===== config.mk =====
export PLATFORM = sky130hd
export DESIGN_NAME = run_ctrl
export DESIGN_NICKNAME = d
export VERILOG_FILES = /design/src/rtl/run_ctrl_pkg.sv /design/src/rtl/run_ctrl_next_pc.sv /design/src/rtl/run_ctrl.sv
export SDC_FILE = /design/constraint.sdc
export NUM_CORES = 1
export LEC_CHECK = 0
export ABC_AREA = 1
export CAP_MARGIN = 20
export CORE_ASPECT_RATIO = 0.8
export CORE_MARGIN = 2
export CORE_UTILIZATION = 36
export CTS_CLUSTER_SIZE = 30
export DETAILED_ROUTE_END_ITERATION = 16
export MAX_ROUTING_LAYER = met4
export PLACE_DENSITY = 0.68
export SLEW_MARGIN = 20
export SYNTH_ARGS = -nofsm -noshare
export SYNTH_HDL_FRONTEND = slang
export SYNTH_SLANG_ARGS = --single-unit

===== constraint.sdc =====
create_clock -name clk -period 1.6 [get_ports clk]
set_input_delay 0.32 -clock clk [delete_from_list [all_inputs] [get_ports clk]]
set_output_delay 0.32 -clock clk [all_outputs]
set_load 0.1 [all_outputs]

===== src/rtl/run_ctrl_pkg.sv =====
// Shared types for the program-run controller.
// Latency: n/a (types and constants only).
// Backpressure: n/a.
package run_ctrl_pkg;

    typedef enum logic [1:0] {
        IDLE = 2'd0,
        RUN  = 2'd1,
        DONE = 2'd2,
        TOUT = 2'd3
    } run_state_t;

    // Encoding of the branch_type input.
    localparam logic BR_UNCOND = 1'b0;
    localparam logic BR_COND   = 1'b1;

endpackage


===== src/rtl/run_ctrl_next_pc.sv =====
// Combinational next-PC select for a RUN cycle: hold, branch target or pc+1.
// Latency: purely combinational, zero cycles.
// Backpressure: stall, halt or a watchdog hit hold the PC.
module next_pc
    import run_ctrl_pkg::*;
#(
    parameter int PW = 8
) (
    input  logic [PW-1:0] pc_i,
    input  logic          stall_i,
    input  logic          halt_i,
    input  logic          wd_hit_i,
    input  logic          branch_en_i,
    input  logic          branch_type_i,
    input  logic          cmp0_i,
    input  logic [PW-1:0] branch_target_i,
    output logic [PW-1:0] pc_next_o
);

    logic taken;

    assign taken = branch_en_i & ((branch_type_i == BR_UNCOND) | cmp0_i);

    // Stall, halt and the watchdog all freeze the PC; otherwise branch or step.
    // pc+1 wraps naturally at the PW-bit boundary.
    always_comb begin
        pc_next_o = pc_i + 1'b1;
        if (stall_i || halt_i || wd_hit_i) begin
            pc_next_o = pc_i;
        end else if (taken) begin
            pc_next_o = branch_target_i;
        end
    end

endmodule


===== src/rtl/run_ctrl.sv =====
// Program-run controller: owns the PC, entry-point select, run/done handshake, cycle counter, watchdog.
// Latency: start seen at edge k gives run=1 and pc=base from k+1; halt/timeout flags one edge after the deciding cycle.
// Backpressure: stall holds the PC for a cycle but still counts toward the watchdog.
module run_ctrl
    import run_ctrl_pkg::*;
#(
    parameter int          PW    = 8,
    parameter int          NPROG = 4,
    parameter int          CW    = 16,
    parameter int unsigned WDOG  = (2 ** CW) - 1
) (
    input  logic                                    clk,
    input  logic                                    reset,
    input  logic                                    start,
    input  logic [((NPROG > 1) ? $clog2(NPROG) : 1)-1:0] prog_sel,
    input  logic [NPROG*PW-1:0]                     prog_base,
    input  logic                                    branch_en,
    input  logic                                    branch_type,
    input  logic [7:0]                              cmp,
    input  logic [PW-1:0]                           branch_target,
    input  logic                                    halt,
    input  logic                                    stall,
    output logic [PW-1:0]                           pc,
    output logic                                    run,
    output logic                                    done,
    output logic                                    timeout,
    output logic [CW-1:0]                           cycles
);

    run_state_t    state_q, state_d;
    logic [PW-1:0] pc_q, pc_d;
    logic [CW-1:0] cycles_q, cycles_d;
    logic          run_q, done_q, tout_q;
    logic [PW-1:0] base_sel;
    logic [PW-1:0] pc_step;
    logic          wd_hit;
    logic          unused_cmp_hi;

    // Only the low compare bit steers conditional branches.
    assign unused_cmp_hi = ^cmp[7:1];

    // Watchdog fires in the RUN cycle that would bring the count up to WDOG.
    assign wd_hit = (cycles_q == CW'(WDOG - 1));

    // Entry-point mux; an index beyond NPROG-1 falls back to entry 0.
    always_comb begin
        base_sel = prog_base[PW-1:0];
        for (int unsigned i = 0; i < NPROG; i++) begin
            if (32'(prog_sel) == i) begin
                base_sel = prog_base[i*PW +: PW];
            end
        end
    end

    next_pc #(.PW(PW)) u_next_pc (
        .pc_i            (pc_q),
        .stall_i         (stall),
        .halt_i          (halt),
        .wd_hit_i        (wd_hit),
        .branch_en_i     (branch_en),
        .branch_type_i   (branch_type),
        .cmp0_i          (cmp[0]),
        .branch_target_i (branch_target),
        .pc_next_o       (pc_step)
    );

    // Next-state logic: start handling outside RUN; stall < watchdog, halt > watchdog inside RUN.
    always_comb begin
        state_d  = state_q;
        pc_d     = pc_q;
        cycles_d = cycles_q;
        case (state_q)
            IDLE, DONE, TOUT: begin
                if (start) begin
                    state_d  = RUN;
                    pc_d     = base_sel;
                    cycles_d = '0;
                end
            end
            RUN: begin
                cycles_d = cycles_q + 1'b1;
                pc_d     = pc_step;
                if (stall) begin
                    if (wd_hit) begin
                        state_d = TOUT;
                    end
                end else if (halt) begin
                    state_d = DONE;
                end else if (wd_hit) begin
                    state_d = TOUT;
                end
            end
            default: begin
                state_d = IDLE;
            end
        endcase
    end

    // State, PC, counter and registered status flags; reset clears everything at once.
    always_ff @(posedge clk or negedge reset) begin
        if (!reset) begin
            state_q  <= IDLE;
            pc_q     <= '0;
            cycles_q <= '0;
            run_q    <= 1'b0;
            done_q   <= 1'b0;
            tout_q   <= 1'b0;
        end else begin
            state_q  <= state_d;
            pc_q     <= pc_d;
            cycles_q <= cycles_d;
            run_q    <= (state_d == RUN);
            done_q   <= (state_d == DONE) || (state_d == TOUT);
            tout_q   <= (state_d == TOUT);
        end
    end

    assign pc      = pc_q;
    assign run     = run_q;
    assign done    = done_q;
    assign timeout = tout_q;
    assign cycles  = cycles_q;

endmodule


Word-level counts from Yosys, hierarchy flattened
Cells that the tools add are included.
- equal/unequal tests: 12
- $add $sub $neg: 2
- bitwise gates (word level): 3
- shifts and indexed selects: 0
- order comparisons: 0
- reductions and logical operators: 6
- $mul: 0
- div/mod/pow operators: 0
- multiplexer cells: 14
- operator list (operator ; number):
    $mux W8 ; 6
    $pmux W16 S2 ; 1
    $add A16 B1 Y16 const B ; 1
    $eq A16 B16 Y1 const B ; 1
    $mux W16 ; 1
    $pmux W8 S2 ; 1
    $eq A2 B2 Y1 const B ; 6
    $add A8 B1 Y8 const B ; 1
    $mux W2 ; 4
    $eq A2 B1 Y1 const B ; 3
    $ne A2 B2 Y1 const B ; 2
    $pmux W2 S2 ; 1
    $logic_or A1 B1 Y1 ; 3
    $reduce_or A3 Y1 ; 1
    $logic_not A2 Y1 ; 1
    $reduce_and A2 Y1 ; 1
    $and A1 B1 Y1 ; 1
    $not A1 Y1 ; 1
    $or A1 B1 Y1 ; 1
- output and inout bits: 27
- RAM bits: 0
- input port bits: 57
- latch bits: 0
- memories: 0
- bits in registers: 29
- bits in read-only memories: 0
- logic and storage cells: 43

Logic depth before layout (Yosys ltp)
Gate-level depths: netlist (run 1).
- word-level depth: 7
- gate-level depth with buffers: 11

Modules after synthesis
From an unflattened synthesis (run 1), not the netlist that was laid out.
- cell total of the unflattened synthesis: 358
- area, all modules: 2348.5 µm²
- modules (own cells, without submodules) (module ; area an instance (µm²) ; cells each ; instances):
    run_ctrl ; 1948.1 ; 282 ; 1
    next_pc ; 400.4 ; 76 ; 1

Worst setup path after synthesis (run 1)
No wires, ideal clock.
- path kind: register to register
- from: register cycles_q[1], in the netlist cycles[1]
- to: register cycles_q[10], in the netlist cycles[10]
- setup slack: -0.518 ns
- cell stages (with the launch flop): 9
- clock period less this slack: 2.118 ns
- library setup time: 0.160 ns
- arrival: 1.958 ns
- required time: 1.440 ns
- cells stage by stage: dfrtp_1 > ha_1 > inv_1 > nor2_2 > nand2_2 > nor2_2 > nand4_1 > nand3_1 > o21ai_1
- word-level cells in the longest chain between the ends: 2
- RTL lines (what ; RTL line ; source):
    start, declared ; run_ctrl.sv:32 ; logic [CW-1:0] cycles_q, cycles_d;
    start signal, assigned ; run_ctrl.sv:111 ; cycles_q <= cycles_d;
    $add A16 B1 Y16 ; run_ctrl.sv:81 ; cycles_d = cycles_q + 1'b1;
    $pmux W16 S2 ; run_ctrl.sv:72 ; case (state_q)
Every way passes these cells.
A chain may end at the register's enable or synchronous reset.

Worst setup path in the final report (run 1)
- from: register cycles_q[0], in the netlist cycles[0]
- to: register cycles_q[8], in the netlist cycles[8]
The elaborated chain is that of the path after synthesis.

==> impl_metrics.csv, run 1 <==
group,metric,value,unit
yosys,synth_top_cell_by_area,"dfrtp_1",
min_path,hp-class,"input pin to asynchronous set/reset pin",
grt,grtUsageTotal,21.06,%
detailed_routing,vias,2414,
yosys,synth_compound_area_share,12.25,%
yosys,synth_flop_cell,"dfrtp_1",
yosys,synth_edf_count,0,
cts,clockBufferDepth,2,
pwr,p_leak,0.001632,µW
final_layout,synthToLayoutAreaGrowth,64.36,%
yosys,synth.distinct_cells,36,
final_layout,final_nets,482,
detailed_routing,wire_per_inst,12.48,µm
yosys,synthMuxAreaShare,0,%
yosys,syn_avg_cell_area,6.593,µm²
yosys,synth_xor_xnor_area_share,0.8125,%
worst_setup_path,cp-start-kind,"flip-flop",
yosys,yosysTopAreaCellShare,33.66,%
timing,fin_worst_skew,0.002950,ns
floorplan,rows,25,
grt,grt_pass1_vias,2297,
worst_setup_path,critPathKind,"flip-flop to flip-flop",
timing,finalHoldWorstSlack,0.4101,ns
timing,relSlewSlack,75.33,%
floorplan,die_y,73.22,µm
grt,grt_pass1_wl,10830,µm
final_layout,n_antenna_cell,0,
cts,ctsRootBufferMaster,"clkbuf_8",
cts,cts_sinks,29,
final_layout,fin_cells,504,
yosys,yosys.area_share.simple,40.16,%
grt,grt_max_degree,30,
yosys,async_flop_share,100.0,%
worst_setup_path,crit_fanout,5,
cts,clk_pin_slew,0.06,ns
yosys,synth_area_leaders,"dfrtp_1 34%, nand2_1 18%, inv_1 7.1%",
yosys,synthesis.nets,387,
worst_setup_path,cp.arrival,1.63,ns
timing,tightestPinTransition,0.3701,ns
worst_setup_path,end_kind,"flip-flop",
detailed_routing,routed_wl,6290,µm
timing,fin_crit,1.478,ns
cts,cts_tree,"built",
detailed_routing,ant_nets,0,
yosys,syn_inst,327,
timing,grt_setup_unrepaired,"false",
timing,period_share,92.35,%
grt,grtUsageMet1,27.26,%
detailed_routing,firstDrtPassIters,4,
detailed_routing,viasPerCell,4.790,
detailed_routing,drt_iter0_markers,183,
placed_design,io_buffers,76,
floorplan,pin_count,84,
cts,numCtsBuffers,5,
grt,grt-ovfl-total,0,
placed_design,dp_hpwl,5060,µm
cts,htreeDepth,2,
placed_design,gp_congestion,0.9250,
grt,grt_use_met2,33.50,%
grt,top_usage_layer,"met2",
yosys,synth_adder_area_share,1.741,%
pwr,power_density,1345,nW/µm²
floorplan,initial_core_util,36.86,%
floorplan,core_area,5849,µm²
detailed_routing,drcViolationCount,0,
yosys,ys_seq_area_share,33.66,%
run_status,outcome,"complete, no violations",
job,cap_violations,0,
pwr,fin_total_pwr,4764,µW
worst_setup_path,cp.required,1.75,ns
yosys,synth-seq-cells,29,
pwr,ir_drop,0.6888,mV
yosys,synth_top_family_by_area,"simple AND/OR/NAND/NOR gates",
grt,met3_usage,5.062,%
placed_design,place_inst,493,
final_layout,drive_gt1_share,25.53,%
yosys,ys_warn_count,0,
timing,setup_violations,0,
timing,drv_slew,0,
yosys,syn_area,2156,µm²
timing,hold_viol,0,
timing,fmax,676.8,MHz
floorplan,die_area,6627,µm²
cts,clk_latency,0.29,ns
grt,antenna_found_initial,0,
floorplan,die_x,90.52,µm
## layout by cell type (no fill, tap or decap), drive strengths merged
cell type      instances
clkbuf                 7
o21ai                 28
nand4                  6
nor3b                  1
nand3b                 1
dfrtp                 29
nor3                   3
xor2                   1
xnor2                  1
clkdlybuf4s50         49
or2                    3
and2                   1
a21oi                  6
a21o                   1
o211ai                 6
nor2                  33
a22oi                  2
clkinv                 1
o22ai                  1
inv                   48
nand2                111
nand3                 32
ha                     3
a31oi                  2
buf                   46
o21bai                 1
## final cells by class
class	instances	area [µm²]
Fill cell	514	2306
Multi-Input combinational cell	243	1200
Timing Repair Buffer	95	1186
Sequential cell	29	767.0
Inverter	48	187.7
Tap cell	81	101.3
Clock buffer	7	96.34
Clock inverter	1	5.005
## registers in the layout (all words and copies together) (netlist names)
register / count
state_q: 2
done: 1
run: 1
pc: 8
timeout: 1
cycles: 16
## synth_stat cells, types with 3 or more instances
cell / count
nand2_1: 104
inv_1: 41
nand3_1: 30
dfrtp_1: 29
nor2_1: 26
o21ai_0: 24
nand2_2: 7
a21oi_1: 6
nand4_1: 6
nor2_2: 6
o211ai_1: 6
inv_2: 5
buf_4: 4
o21ai_1: 4
ha_1: 3
## final timing paths
check	slack (ns)	startpoint	cells past startpoint	endpoint
hold / removal	0.41	reset	2	cycles[14]
setup / recovery	0.12	cycles[0]	6	cycles[8]
setup reg to reg	0.12	cycles[0]	6	cycles[8]
max in group asynchronous	0.88	reset	2	cycles[0]
min in group clk	0.54	cycles[10]	1	cycles[10]
hold reg to reg	0.54	cycles[10]	1	cycles[10]
## per-layer routing
metal,vias up,part of all wire [%]
met5,-,0
met4,0,1.1
li1,1233,-
met2,58,48
met1,1114,46
met3,9,5.5
## critical path: stages, from the launching register on
cell and delay, ns:
dfrtp_4 0.47, ha_4 0.16, inv_1 0.05, nor2_2 0.15, nand2_2 0.11, o21ai_0 0.27, a31oi_1 0.14
## cells by family (layout without fill, tap and decap cells)
group                    after synthesis  after routing
AND/OR/NAND/NOR                      191            191
buffers and inverters                 55            151
AO/OA/AOI/OAI                         47             47
flip-flops                            29             29
adder cells (fa/ha/maj)                3              3
XOR/XNOR                               2              2
## repair_timing
item / in CTS / in global routing
hold buffers: 0 / 0
endpoints found under the setup margin: 0 / 8
setup buffers: 0 / 3
resized for setup: 0 / 2
hold endpoints to repair: 0 / 0
## power breakdown
| group | leakage [µW] | internal, µW | switching (µW) |
|---|---|---|---|
| combinational | 0.00123 | 1060 | 1770 |
| sequential | 0.000343 | 931 | 329 |
| clock | 0.0000542 | 388 | 287 |
## through the flow
step                setup TNS (ns)  utilization [%]  instance area [µm²]  worst slack (ns)
floorplan                        0                -                 2210          0.003944
global placement           -0.9611            58.20                 3405           -0.1435
detailed placement         -0.9568            58.20                 3405           -0.1406
CTS                              0            59.94                 3506           0.08745
global route                     0            60.58                 3543           0.01939
finish                           0            60.58                 3543            0.1224
No activity file was read; power rests on OpenSTA's default activity.
==> run 2, diff against run 1 <==
ABC_AREA = unset   (was 1)
ABC_CLOCK_PERIOD_IN_PS = 1600   (was unset)
PLACE_DENSITY = 0.71   (was 0.68)
==> impl_metrics.csv, run 2 <==
group,metric,value,unit
yosys,synth_edf_count,0,
cts,cts_tree,"built",
placed_design,dp_hpwl,4678,µm
cts,cts_sinks,29,
timing,period_share,120.6,%
worst_setup_path,critPathKind,"flip-flop to flip-flop",
pwr,power_frac_seq,23.8,%
min_path,hp-class,"input pin to asynchronous set/reset pin",
final_layout,final_common_cell,"clkdlybuf4s50_1",
yosys,async_flop_share,100.0,%
pwr,p_switching,2284,µW
placed_design,io_buffers,76,
yosys,ys_seq_area_share,39.16,%
placed_design,place_area,3333,µm²
final_layout,drive_gt1_share,40.66,%
cts,htreeDepth,2,
pwr,power_density,1311,nW/µm²
cts,clk_pin_slew,0.07,ns
yosys,synth-seq-cells,29,
timing,fin_crit,1.930,ns
detailed_routing,routed_wl,6712,µm
grt,grtUsageTotal,23.46,%
yosys,synth_area_leaders,"dfrtp_1 39%, mux4_2 9.7%, o21ai_0 6.8%",
cts,ctsRootBufferMaster,"clkbuf_8",
floorplan,die_area,5741,µm²
detailed_routing,wire_per_inst,17.04,µm
run_status,violations,"setup timing",
final_layout,synthToLayoutAreaGrowth,96.29,%
detailed_routing,vias,2212,
timing,grt_setup_unrepaired,"true",
final_layout,largest_reg_flops,16,
yosys,yosysMostFrequentCell,"dfrtp_1",
yosys,synth_flop_cell,"dfrtp_1",
yosys,syn_avg_cell_area,9.083,µm²
floorplan,die_y,68.17,µm
pwr,clockPowerShare,14.5,%
placed_design,pre_cts_ws,-0.5281,ns
floorplan,initial_core_util,37.22,%
worst_setup_path,crit_fanout,8,
grt,grt_max_degree,30,
grt,grt-ovfl-total,0,
detailed_routing,drcViolationCount,0,
grt,grt_pass1_vias,2150,
final_layout,final_nets,391,
cts,numCtsBuffers,5,
worst_setup_path,cp.required,1.77,ns
timing,fmax,518.2,MHz
floorplan,rows,23,
placed_design,gp_congestion,0.8618,
detailed_routing,firstDrtPassIters,5,
yosys,netlist_top_cells_count,"29 x dfrtp_1, 25 x nand2_1, 25 x o21ai_0",
timing,drv_slew,0,
worst_setup_path,end_kind,"flip-flop",
job,cap_violations,0,
yosys,synth.distinct_cells,43,
floorplan,core_area,4979,µm²
yosys,synthesis.nets,264,
yosys,synth_top_cell_by_area,"dfrtp_1",
pwr,p_leak,0.001503,µW
timing,fin_worst_skew,0.01017,ns
yosys,syn_inst,204,
worst_setup_path,cp.arrival,2.10,ns
final_layout,final_cell_mix,"49 x clkdlybuf4s50_1, 47 x buf_4, 28 x buf_12",
worst_setup_path,cp-start-kind,"flip-flop",
timing,tightestPinTransition,0.3865,ns
detailed_routing,ant_nets,0,
pwr,fin_total_pwr,4770,µW
final_layout,stdcell_area,3637,µm²
pwr,pwr-share-comb,61.8,%
grt,grt_pass1_wl,10200,µm
yosys,ys_warn_count,0,
pwr,sw_frac_of_total,47.88,%
cts,clk_latency,0.28,ns
grt,antenna_found_initial,0,
pwr,intPower,2486,µW
timing,relSlewSlack,74.23,%
timing,fin_ws,-0.3296,ns
cts,clockBufferDepth,2,
floorplan,die_x,84.21,µm
timing,setup_violations,15,
run_status,outcome,"finished, violations left",
pwr,ir_drop,0.6152,mV
detailed_routing,viasPerCell,5.614,
yosys,syn_area,1853,µm²
detailed_routing,drt_iter0_markers,267,
yosys,yosysTopAreaCellShare,39.16,%
timing,hold_viol,0,
final_layout,n_antenna_cell,0,
floorplan,pin_count,84,
## run 2: cell count changes after synthesis, sizes merged, moves of 8 or more
| cell | change |
|---|---|
| clkbuf | +8 |
| inv | -46 |
| mux4 | +8 |
| nand2 | -85 |
| nand3 | -26 |
| nor2 | -15 |
## run 2: through the flow
step	setup TNS, ns	cells	hold slack, ns	utilization, %
3_5_place_dp	-5.353	378	0.5469	66.95
4_1_cts	-3.188	390	0.4398	70.24
2_1_floorplan	-5.026	204	0.02441	-
6_report	-3.729	394	0.4224	73.06
5_1_grt	-4.391	394	0.4485	73.06
3_3_place_gp	-4.336	378	0.5321	66.95
## run 2: worst max-delay path, stage by stage, from the launching register on
cell,delay (ns)
dfrtp_4,0.42
nand2_2,0.07
or4_4,0.55
o31a_1,0.38
buf_6,0.18
a22o_1,0.22
## run 2: kinds of logic (layout without fill, tap and decap cells)
family | Yosys count | in the layout | synth area share [%]
adder cells (fa/ha/maj) | 3 | 3 | 2.026
XOR/XNOR | 2 | 2 | 0.9455
AO/OA/AOI/OAI | 59 | 59 | 19.51
flip-flops | 29 | 29 | 39.16
multiplexers | 11 | 11 | 11.48
buffers and inverters | 13 | 141 | 3.106
AND/OR/NAND/NOR | 87 | 87 | 23.77
## run 2: final timing paths
check	from	to	slack (ns)	cells past startpoint
max in group asynchronous	reset	cycles[1]	0.86	2
hold / removal	reset	cycles[2]	0.42	2
setup / recovery	cycles[7]	pc[5]	-0.33	5
setup reg to reg	cycles[7]	pc[5]	-0.33	5
min in group clk	pc[1]	pc[1]	0.56	1
hold reg to reg	pc[1]	pc[1]	0.56	1
## run 2: repair_timing
item                                    4_1_cts  5_1_grt
hold buffers                                  0        0
resized for setup                             9       22
hold endpoints to repair                      0        0
endpoints found under the setup margin       24       26
pin swaps                                     8        4
buffers inserted                              4        5
## run 2: layout make-up
class	count	area, µm²
clock buffer	7	96.34
timing repair buffer	131	1483
multi-input combinational	162	1191
clock inverter	1	5.005
inverter	2	7.507
sequential	29	777.0
fill	338	1341
tap	62	77.57
## run 2: power by group through the flow
stage                     clock network [µW]  logic (µW)  registers (µW)
final                                    690        2950            1130
after global placement                     0        2800            1130
after detailed placement                   0        2840            1130
after global routing                     730        3080            1160
after CTS                                690        2880            1120
after floorplan                            0         554            2190
## run 2: per-layer routing
layer / global-route usage (%) / wire [µm] / vias up
li1: - / - / 1021
met1: 29.83 / 2744 / 1090
met2: 39.29 / 3538 / 95
met3: 3.981 / 374 / 6
met4: 6.855 / 54 / 0
met5: - / 0 / -
==> run 3, diff against run 2 <==
RECOVER_POWER = 100   (was unset)
==> impl_metrics.csv, run 3 (synthesis results as in run 2) <==
group,metric,value,unit
run_status,outcome,"finished, violations left",
run_status,violations,"setup timing",
floorplan,pin_count,84,
job,cap_violations,0,
worst_setup_path,slowest_stage,"or4_4",
floorplan,initial_core_util,37.22,%
pwr,intPower,2202,µW
floorplan,die_area,5741,µm²
final_layout,largest_reg_flops,16,
worst_setup_path,end_kind,"flip-flop",
final_layout,final_nets,391,
detailed_routing,vias,2229,
cts,cts_tree,"built",
detailed_routing,ant_nets,0,
pwr,p_switching,2237,µW
detailed_routing,firstDrtPassIters,4,
floorplan,core_area,4979,µm²
worst_setup_path,critPathMaxStageDelay,0.55,ns
timing,setup_violations,14,
pwr,sw_frac_of_total,50.40,%
final_layout,final_common_cell,"buf_4",
timing,fin_crit,1.931,ns
pwr,power_frac_seq,24.7,%
pwr,fin_total_pwr,4440,µW
cts,ctsRootBufferMaster,"clkbuf_8",
pwr,clockPowerShare,15.6,%
worst_setup_path,cp-start-kind,"flip-flop",
grt,antenna_found_initial,0,
worst_setup_path,cp.required,1.77,ns
timing,drv_slew,0,
final_layout,n_antenna_cell,0,
final_layout,drive_gt1_share,40.06,%
detailed_routing,drcViolationCount,0,
cts,clk_latency,0.29,ns
timing,fin_worst_skew,0.01019,ns
worst_setup_path,crit_buf_inv,1,
final_layout,fillers,383,
timing,relSlewSlack,49.33,%
detailed_routing,drt_iter0_markers,295,
timing,grt_setup_unrepaired,"true",
detailed_routing,viasPerCell,5.657,
placed_design,gp_congestion,0.8618,
timing,hold_viol,0,
grt,grtUsageTotal,23.46,%
timing,finalHoldWorstSlack,0.5504,ns
min_path,hp-class,"flip-flop to flip-flop",
placed_design,place_area,3333,µm²
timing,fin_ws,-0.3310,ns
cts,clk_pin_slew,0.07,ns
detailed_routing,routed_wl,6804,µm
final_layout,multi_input_area,1186,µm²
cts,clockBufferDepth,2,
grt,grt_max_degree,30,
placed_design,place_inst,378,
timing,fmax,517.9,MHz
final_layout,fin_cells,394,
floorplan,die_x,84.21,µm
pwr,p_leak,0.001418,µW
pwr,ir_drop,0.5867,mV
grt,grt_pass1_vias,2150,
worst_setup_path,cp.arrival,2.10,ns
worst_setup_path,crit_fanout,8,
final_layout,stdcell_area,3361,µm²
placed_design,io_buffers,76,
final_layout,seqCellArea,775.7,µm²
worst_setup_path,crit_chain,"nand2_2 -> or4_4 -> o31a_1 -> buf_6 -> a22o_1",
floorplan,die_y,68.17,µm
grt,grt_pass1_wl,10200,µm
cts,hold_buffers,0,
worst_setup_path,critPathKind,"flip-flop to flip-flop",
pwr,pwr-share-comb,59.7,%
worst_setup_path,cp_top_family,"simple AND/OR/NAND/NOR gates",
timing,tightestPinTransition,0.7600,ns
cts,htreeDepth,2,
cts,cts_sinks,29,
timing,period_share,120.7,%
floorplan,rows,23,
final_layout,synthToLayoutAreaGrowth,81.36,%
cts,numCtsBuffers,5,
placed_design,dp_hpwl,4678,µm
detailed_routing,wire_per_inst,17.27,µm
pwr,power_density,1321,nW/µm²
grt,grt-ovfl-total,0,
final_layout,final_cell_mix,"49 x buf_4, 48 x clkdlybuf4s50_1, 24 x nand2_1",
## run 3: cell types whose count changed in the layout (fill, tap and decap cells not counted), moves of 2 or more
cell	previous run	this run
buf_12	28	8
buf_4	47	49
clkbuf_2	0	8
clkbuf_4	0	8
## run 3: worst paths after layout
check,start,endpoint,slack (ns),cells after the start
setup / recovery,cycles[6],pc[5],-0.33,5
hold / removal,pc[7],pc[7],0.55,1
setup reg to reg,cycles[6],pc[5],-0.33,5
hold reg to reg,pc[7],pc[7],0.55,1
max in group asynchronous,reset,cycles[1],0.40,2
min in group asynchronous,reset,cycles[2],0.63,2
## run 3: cell type report
| type | instances | share of cell area [%] |
|---|---|---|
| clock inverter | 1 | 0.1489 |
| clock buffer | 7 | 2.867 |
| sequential | 29 | 23.08 |
| tap | 62 | 2.308 |
| multi-input combinational | 162 | 35.29 |
| timing repair buffer | 131 | 36.08 |
| inverter | 2 | 0.2234 |
## run 3: per-layer routing
| metal | vias up | wire length (µm) | global-route usage [%] |
|---|---|---|---|
| met5 | - | 0 | - |
| met4 | 0 | 63 | 6.855 |
| met3 | 10 | 526 | 3.981 |
| met2 | 133 | 3530 | 39.29 |
| met1 | 1067 | 2685 | 29.83 |
| li1 | 1019 | - | - |
## run 3: repair_timing
action	CTS	global route
pin swaps	8	4
buffers inserted	4	5
gates resized for setup	9	22
endpoints found under the setup margin	24	26
gates cloned	0	0
## run 3: per-stage QoR
stage	setup slack [ns]	TNS (ns)	util [%]
6_report	-0.3310	-3.796	67.50
3_5_place_dp	-0.5281	-5.353	66.95
5_1_grt	-0.3643	-4.604	67.50
2_1_floorplan	-0.4434	-5.026	-
4_1_cts	-0.3282	-3.188	70.24
3_3_place_gp	-0.4767	-4.336	66.95
## run 3: power by group through the flow
stage	clock network, µW	registers, µW	logic, µW
after floorplan	0	2190	554
after global placement	0	1130	2800
after detailed placement	0	1130	2840
after CTS	690	1120	2880
after global routing	730	1120	2780
final	694	1100	2650
